## src/rtl/seg_pkg.sv

```systemverilog
// Shared types and glyph table for the seven-segment scanner.
// Patterns are stored low-active, bit order {g,f,e,d,c,b,a}.
package seg_pkg;

    typedef logic [6:0] seg7_t;

    typedef enum logic {
        SLOT_BLANK = 1'b0,
        SLOT_DRIVE = 1'b1
    } slot_state_t;

    localparam seg7_t SEG_OFF = 7'b1111111;

    localparam seg7_t HEX_SEG [16] = '{
        7'b1000000,  // 0
        7'b1111001,  // 1
        7'b0100100,  // 2
        7'b0110000,  // 3
        7'b0011001,  // 4
        7'b0010010,  // 5
        7'b0000010,  // 6
        7'b1111000,  // 7
        7'b0000000,  // 8
        7'b0010000,  // 9
        7'b0001000,  // A
        7'b0000011,  // b
        7'b1000110,  // C
        7'b0100001,  // d
        7'b0000110,  // E
        7'b0001110   // F
    };

endpackage

```

## src/rtl/seg_hex_decode.sv

```systemverilog
// Combinational hex nibble to seven-segment pattern decoder.
// ACTIVE_LOW selects whether lit segments are driven 0 (1) or 1 (0).
module seg_hex_decode
    import seg_pkg::*;
#(
    parameter bit ACTIVE_LOW = 1'b1
) (
    input  logic [3:0] nibble,
    output logic [6:0] seg
);

    assign seg = ACTIVE_LOW ? HEX_SEG[nibble] : ~HEX_SEG[nibble];

endmodule

```

## src/rtl/seg_display_scan.sv

```systemverilog
// Time-multiplexed N-digit seven-segment scanner with blanking and a frame-committed shadow.
// Build option SEG_LZ_BLANK_EN enables leading-zero suppression on the committed value.
module seg_display_scan
    import seg_pkg::*;
#(
    parameter int NUM_DIGITS   = 4,
    parameter int CLK_DIV      = 65536,
    parameter int BLANK_CYCLES = 256,
    parameter bit ACTIVE_LOW   = 1'b1
) (
    input  logic                    clk,
    input  logic                    clr,
    input  logic                    load,
    input  logic [4*NUM_DIGITS-1:0] value,
    input  logic [NUM_DIGITS-1:0]   dp_in,
    input  logic [NUM_DIGITS-1:0]   digit_en,
    output logic [6:0]              seg_out,
    output logic                    dp_out,
    output logic [NUM_DIGITS-1:0]   anode,
    output logic                    frame_pulse,
    output logic                    pending
);

    localparam int CW = (CLK_DIV > 1) ? $clog2(CLK_DIV) : 1;
    localparam int IW = $clog2(NUM_DIGITS);

    localparam logic [CW-1:0]         CNT_LAST  = CW'(CLK_DIV - 1);
    localparam logic [CW-1:0]         BLANK_END = CW'(BLANK_CYCLES);
    localparam logic [IW-1:0]         IDX_LAST  = IW'(NUM_DIGITS - 1);
    localparam logic [NUM_DIGITS-1:0] ANODE_OFF = ACTIVE_LOW ? {NUM_DIGITS{1'b1}} : {NUM_DIGITS{1'b0}};
    localparam logic [6:0]            SEG_IDLE  = ACTIVE_LOW ? SEG_OFF : ~SEG_OFF;
    localparam logic                  DP_ON     = !ACTIVE_LOW;

    logic [CW-1:0] cnt;
    logic [IW-1:0] idx;

    logic [4*NUM_DIGITS-1:0] value_s, value_c;
    logic [NUM_DIGITS-1:0]   dp_s, dp_c;
    logic [NUM_DIGITS-1:0]   en_s, en_c;
    logic [NUM_DIGITS-1:0]   show;

    logic                  wrap, boundary;
    slot_state_t           slot_state;
    logic [3:0]            cur_nib;
    logic                  cur_dp, lit;
    logic [6:0]            dec_seg, seg_d;
    logic                  dp_d;
    logic [NUM_DIGITS-1:0] anode_d;

    assign wrap     = (cnt == CNT_LAST);
    assign boundary = wrap && (idx == IDX_LAST);

`ifdef SEG_LZ_BLANK_EN
    // Scanning down from the top, a digit stays lit once any digit at or above it
    // carries a nonzero nibble or a decimal point; digit 0 is never suppressed.
    always_comb begin : lz_mask
        logic keep;
        keep = 1'b0;
        show = '0;
        for (int i = NUM_DIGITS - 1; i >= 0; i--) begin
            keep    = keep | (value_c[4*i +: 4] != 4'h0) | dp_c[i] | (i == 0);
            show[i] = keep;
        end
    end
`else
    assign show = {NUM_DIGITS{1'b1}};
`endif

    always_comb begin
        slot_state = (cnt < BLANK_END) ? SLOT_BLANK : SLOT_DRIVE;
        cur_nib    = 4'h0;
        cur_dp     = 1'b0;
        lit        = 1'b0;
        anode_d    = ANODE_OFF;
        for (int i = 0; i < NUM_DIGITS; i++) begin
            if (int'(idx) == i) begin
                cur_nib = value_c[4*i +: 4];
                cur_dp  = dp_c[i];
                lit     = (slot_state == SLOT_DRIVE) && en_c[i] && show[i];
                if (lit) anode_d[i] = ~ANODE_OFF[i];
            end
        end
    end

    seg_hex_decode #(
        .ACTIVE_LOW(ACTIVE_LOW)
    ) u_hex_decode (
        .nibble(cur_nib),
        .seg   (dec_seg)
    );

    always_comb begin
        seg_d = SEG_IDLE;
        dp_d  = !DP_ON;
        if (lit) begin
            seg_d = dec_seg;
            if (cur_dp) dp_d = DP_ON;
        end
    end

    // A load on the boundary cycle bypasses the shadow so it is shown next frame.
    always_ff @(posedge clk) begin
        if (clr) begin
            cnt         <= '0;
            idx         <= '0;
            value_s     <= '0;
            dp_s        <= '0;
            en_s        <= '0;
            value_c     <= '0;
            dp_c        <= '0;
            en_c        <= '0;
            pending     <= 1'b0;
            frame_pulse <= 1'b0;
            anode       <= ANODE_OFF;
            seg_out     <= SEG_IDLE;
            dp_out      <= !DP_ON;
        end else begin
            cnt <= wrap ? '0 : cnt + 1'b1;
            if (wrap) idx <= (idx == IDX_LAST) ? '0 : idx + 1'b1;

            if (load) begin
                value_s <= value;
                dp_s    <= dp_in;
                en_s    <= digit_en;
            end

            if (boundary) begin
                frame_pulse <= 1'b1;
                pending     <= 1'b0;
                if (load) begin
                    value_c <= value;
                    dp_c    <= dp_in;
                    en_c    <= digit_en;
                end else if (pending) begin
                    value_c <= value_s;
                    dp_c    <= dp_s;
                    en_c    <= en_s;
                end
            end else begin
                frame_pulse <= 1'b0;
                if (load) pending <= 1'b1;
            end

            anode   <= anode_d;
            seg_out <= seg_d;
            dp_out  <= dp_d;
        end
    end

endmodule

```

## config.mk

```make
export PLATFORM = sky130hd
export DESIGN_NAME = seg_display_scan
export DESIGN_NICKNAME = d
export VERILOG_FILES = /design/src/rtl/seg_pkg.sv /design/src/rtl/seg_hex_decode.sv /design/src/rtl/seg_display_scan.sv
export SDC_FILE = /design/constraint.sdc
export NUM_CORES = 1
export LEC_CHECK = 0
export CAP_MARGIN = 25
export CORE_ASPECT_RATIO = 1.25
export CORE_MARGIN = 2
export CORE_UTILIZATION = 62
export CTS_BUF_LIST = sky130_fd_sc_hd__clkbuf_4 sky130_fd_sc_hd__clkbuf_8
export DETAILED_ROUTE_END_ITERATION = 8
export PLACE_DENSITY_LB_ADDON = 0.25
export SLEW_MARGIN = 20
export SYNTH_ARGS = -nofsm -noshare
export SYNTH_HDL_FRONTEND = slang
export SYNTH_SLANG_ARGS = --single-unit
export TNS_END_PERCENT = 50
```

## constraint.sdc

```tcl
create_clock -name clk -period 4.7 [get_ports clk]
set_input_delay 0.94 -clock clk [delete_from_list [all_inputs] [get_ports clk]]
set_output_delay 0.94 -clock clk [all_outputs]
set_load 0.005 [all_outputs]
```

**Word-level counts from Yosys, hierarchy flattened**

Memory sizes are Yosys's and may differ from the RTL's. A register that Yosys moved wholly into a read port is not among the register bits.
Cells that the tools add are included.

- Memories kept: 1
- Output and inout port bits: 14
- Bits of input ports: 27
- Bits in read-only memories: 112
- Logic and storage cells: 71
- Register bits after elaboration: 73

Memories:

| name | depth | width | rd ports | clocked after Yosys merged registers in | wr ports | line | RTL |
|---|---|---|---|---|---|---|---|
| (name not given) | 16 | 7 | 1 | 1 | 0 | seg_hex_decode.sv:12 | `assign seg = ACTIVE_LOW ? HEX_SEG[nibble] : ~HEX_SEG[nibble];` |

- Equality and inequality tests: 5
- $add $sub $neg: 2
- Magnitude comparators: 1
- Bitwise logic cells: 6
- Mux-type cells: 26
- Reductions and logical operators: 15

Operators with widths:

| kind | count |
|---|---|
| $mux 16 | 2 |
| $mux 4 | 8 |
| $add 16x1->16 const B | 1 |
| $eq 16x16->1 const B | 1 |
| $lt 16x9->1 const B | 1 |
| $mux 1 | 15 |
| $reduce_or 2->1 | 7 |
| $eq 2x2->1 const B | 3 |
| $logic_and 1x1->1 | 5 |
| $not 1->1 | 5 |
| $not 4->5 | 1 |
| $add 2x1->2 const B | 1 |
| $eq 2x1->1 const B | 1 |
| $logic_not 2->1 | 1 |
| $mux 2 | 1 |
| $reduce_and 2->1 | 1 |
| $reduce_bool 2->1 | 1 |

**Depth between registers and ports, before layout**

- Word-level depth: 9
- Mapped depth: 11
- Gate-level depth less buffers: 10

**Hierarchy**

Synthesis repeated with hierarchy kept, for this count alone.

- Cells, all modules: 353
- Area, all modules: 3488.3 sq um

By module, submodules not included:

| module | sequential area each (sq um) | area each (sq um) | cells each | instances |
|---|---|---|---|---|
| seg_display_scan | 1601.5 | 3210.6 | 320 | 1 |
| seg_hex_decode | 0.0 | 277.8 | 33 | 1 |

**Worst setup path after synthesis**

OpenSTA, ideal clock, no wires.

- Kind: register to register
- Start: register idx[1]
- End: register seg_out[3]
- Setup slack: 2377 ps
- Required time: 4565 ps
- Data arrival time: 2188 ps
- Buffers on the path: 1
- Stages on the path, launching flop included: 11
- Period minus slack after synthesis: 2323 ps
- Library setup time: 135 ps
- Path through: dfxtp_1 > inv_1 > ha_1 > buf_2 > nand3b_1 > a211oi_1 > inv_1 > ha_1 > mux2_2 > mux2i_1 > nand2_1

- Longest elaborated chain between the ends: 7
- Elaborated cells on any way between the ends: 15
- Classes of those cells: eq/ne: 3; mux: 8; bitwise: 2; reduce/logical: 2

Ends and longest elaborated chain:

| item | line | RTL |
|---|---|---|
| start, declared | seg_display_scan.sv:35 | `logic [IW-1:0] idx;` |
| start signal, assigned | seg_display_scan.sv:119 | `if (wrap) idx <= (idx == IDX_LAST) ? '0 : idx + 1'b1;` |
| $logic_not 2->1 | seg_display_scan.sv:76 | `if (int'(idx) == i) begin` |
| $mux 1 (4 in a row) | seg_display_scan.sv:76 |  |
| $not 1->1 (no source line) | -- |  |
| $reduce_or 2->1 (no source line) | -- |  |
| end, declared | seg_display_scan.sv:17 | `output logic [6:0] seg_out,` |

Several ways; a longest one is shown, not always the timed one.
A chain may end at the register's enable or synchronous reset.

**Worst setup path in the final report**

- Start: input port load
- End: register value_c[11]

- Longest elaborated chain between the ends: 2
- Elaborated cells on any way between the ends: 3
- Classes of those cells: mux: 1; reduce/logical: 2

Ends and longest elaborated chain:

| item | line | RTL |
|---|---|---|
| start, declared | seg_display_scan.sv:13 | `input logic load,` |
| $reduce_bool 2->1 (no source line) | -- |  |
| $reduce_and 2->1 (no source line) | -- |  |
| end signal, assigned | seg_display_scan.sv:131 | `value_c <= value;` |
| end signal, assigned | seg_display_scan.sv:135 | `value_c <= value_s;` |
| end, declared | seg_display_scan.sv:37 | `logic [4*NUM_DIGITS-1:0] value_s, value_c;` |

Several ways; a longest one is shown, not always the timed one.

==> results.toml <==
[detailed_routing]
wl_met3_um = 202
wl_met1_um = 2690
routed-wl-met2_um = 2950
vias = 2525
top_layer_used = "met4"
drtPass1Iterations = 4
viasPerCell = 5.32
ant_nets = 0
wl_per_cell_um = 12.6
drtIter0Drc = 145
drcViolationCount = 0
wirelength_um = 6000

[logic_synthesis]
synth.avg_cell_area_sq_um = 9.07
ys_warn_count = 0
ys_seq_area_frac = 0.476
synthCells = 371
synth_edf_count = 0
syn-num-nets = 409
synth-seq-cells = 80
synthDistinctLibCells = 41
synthFlopType = "dfxtp_1"
synth-async-reset-ratio = 0
syn_area_sq_mm = 0.00337

[final_layout]
final_nets = 444
diodes = 0
final_util = 0.749
syn2layout_area_growth_pct = 18.6
drive_gt1_frac = 0.0633
stdcell_count = 475

[timing]
period_needed_ps = 2750
fin_hold_ws_ps = 427
clock_skew_ps = 6.21
fmax_mhz = 364
tightest_slew_ps = 792
slew_violations = 0
tns_ps = 0
hold_viol_final = 0
rsz0062_at_grt = "no"
setup_violations = 0
fin_crit_sh = 0.584
relSlewSlack = 0.472

[run_status]
status = "completed"

[grt]
grt_max_degree = 56
grt_overflow = 0
antenna_found_initial = 0
grt_pass1_vias = 2358
grtUsageTotal = 0.212
grt_pass1_wl_um = 10100

[placement]
hpwl_um = 4010
portBuffers = 40
place.gp.congestion = 0.797
post-place-cells = 459

[pwr]
peakVddDrop_mv = 0.244
power_leakage_uw = 0.00150
total_power_uw = 1320
powerDensity_mw_per_mm2 = 331

[worst_setup_path]
cp-start-kind = "input pin"
timing_worst_setup_path_type = "in2reg"
cp.required_ps = 4900
crit_path_end_kind = "flip-flop"
worstPathArrival_ps = 2940
critPathMaxFanout = 48

[clock_tree]
h-tree-depth = 3
cts_inserted_buffers = 9
cts_buffer_depth = 2
cts.hold.buffers_added = 0
path_clk_slew_ps = 70
postCtsSetupRepairBufs = 0
cts_resized = 0
cts-root-buf = "clkbuf_8"
cts_num_sinks = 80
tritoncts = "done"
clk_latency_ps = 350

[floorplanning]
core_sq_mm = 0.00533
die_area_sq_mm = 0.00604
start_util = 0.631
rows = 30
die_x_um = 69.9
die_h_um = 86.4
io_pins = 41

[worst_hold_path]
hold_class = "reg2reg"

[flow_run]
max_cap_viol_count = 0
-- area by class of cell --
cell class                      count  area [sq um]
Clock buffer                       13           160
Multi-Input combinational cell    261          1620
Clock inverter                      3          65.1
Fill cell                         419          1340
Sequential cell                    80          1600
Tap cell                           64          80.1
Inverter                           11          41.3
Timing Repair Buffer               43           423
-- routing by layer --
layer / GRT usage / vias to the layer above
met1: 0.245 / 1153
met3: 0.0372 / 13
met5: 0 / -
met4: 0.126 / 0
met2: 0.368 / 52
li1: - / 1307
-- metrics by stage --
| stage | area [sq um] | worst slack (ps) |
|---|---|---|
| global route | 3990 | 1660 |
| finish | 3990 | 1950 |
| CTS | 3990 | 1930 |
| detailed placement | 3770 | 1610 |
| floorplan | 3370 | 2380 |
| global placement | 3770 | 1660 |
-- Yosys cell counts (3+ instances only) --
| cell type | number | area (sq um) |
|---|---|---|
| dfxtp_1 | 80 | 1600 |
| nor2_1 | 51 | 191 |
| nand2_1 | 43 | 161 |
| mux2i_1 | 28 | 280 |
| nand2b_1 | 25 | 156 |
| o21ai_0 | 25 | 125 |
| ha_1 | 11 | 138 |
| inv_1 | 11 | 41.3 |
| nand3_1 | 11 | 55.1 |
| a21oi_1 | 10 | 50.1 |
| xnor2_1 | 8 | 70.1 |
| buf_2 | 7 | 35.0 |
| clkbuf_1 | 7 | 26.3 |
| xor2_1 | 6 | 52.6 |
| nand3b_1 | 4 | 30.0 |
| nor2b_1 | 4 | 25.0 |
| nor3_1 | 4 | 20.0 |
| o221ai_1 | 4 | 35.0 |
| nor3b_1 | 3 | 22.5 |
| nor4_1 | 3 | 18.8 |
-- flip-flops by register name, indices dropped and copies added (netlist names) --
name and count:
dp_s 4, en_s 4, en_c 4, pending 1, value_s 16, cnt 16, idx 2, seg_out 7
anode 4, dp_c 4, frame_pulse 1, dp_out 1, value_c 16
-- final timing paths --
| path | start | to | slack [ps] | cells past startpoint |
|---|---|---|---|---|
| min reg2reg | en_c[3]$_SDFFE_PP0P_ | anode[3]$_SDFF_PP1_ | 430 | 1 |
| min | en_c[3]$_SDFFE_PP0P_ | anode[3]$_SDFF_PP1_ | 430 | 1 |
| max | load | value_c[11]$_SDFFE_PP0P_ | 1950 | 5 |
| max reg2reg | idx[0]$_SDFFE_PP0N_ | seg_out[3]$_SDFF_PP1_ | 1960 | 8 |
-- critical path: stages --
cell and delay (ps):
clkdlybuf4s50_1 450, buf_4 370, nor2_1 110, and4bb_2 840, o21ai_0 210
-- cell usage in the layout (no fill, tap or decap), types with 2 or more instances in the layout --
master            n
nand2b_1         25
clkdlybuf4s50_1  40
dfxtp_1          80
bufinv_16         2
inv_1            11
buf_4             3
nor2b_1           4
nor3_1            4
nor3b_1           3
mux2i_1          28
nor2_1           51
a211oi_1          2
o21ai_0          25
nor4_1            3
xnor2_1           8
o211ai_1          2
clkbuf_8         10
nand3b_1          4
ha_1             11
a21oi_1          10
nand3_1          11
nand2_1          43
clkbuf_4          3
o221ai_1          4
o21ai_1           2
xor2_1            6
-- cells by family after synthesis --
| group | share of synthesized area |
|---|---|
| AND/OR/NAND/NOR | 0.230 |
| XOR/XNOR | 0.0364 |
| multiplexers | 0.0866 |
| AO/OA/AOI/OAI | 0.0881 |
| adder cells (fa/ha/maj) | 0.0409 |
| flip-flops | 0.476 |
| buffers and inverters | 0.0424 |
-- report_power, final --
group | total [uW] | internal [uW] | switching, uW
clock | 558 | 331 | 227
sequential | 698 | 692 | 5.73
combinational | 67.1 | 38.4 | 28.7
total | 1320 | 1060 | 262
Power figures use the tool's default switching activity.
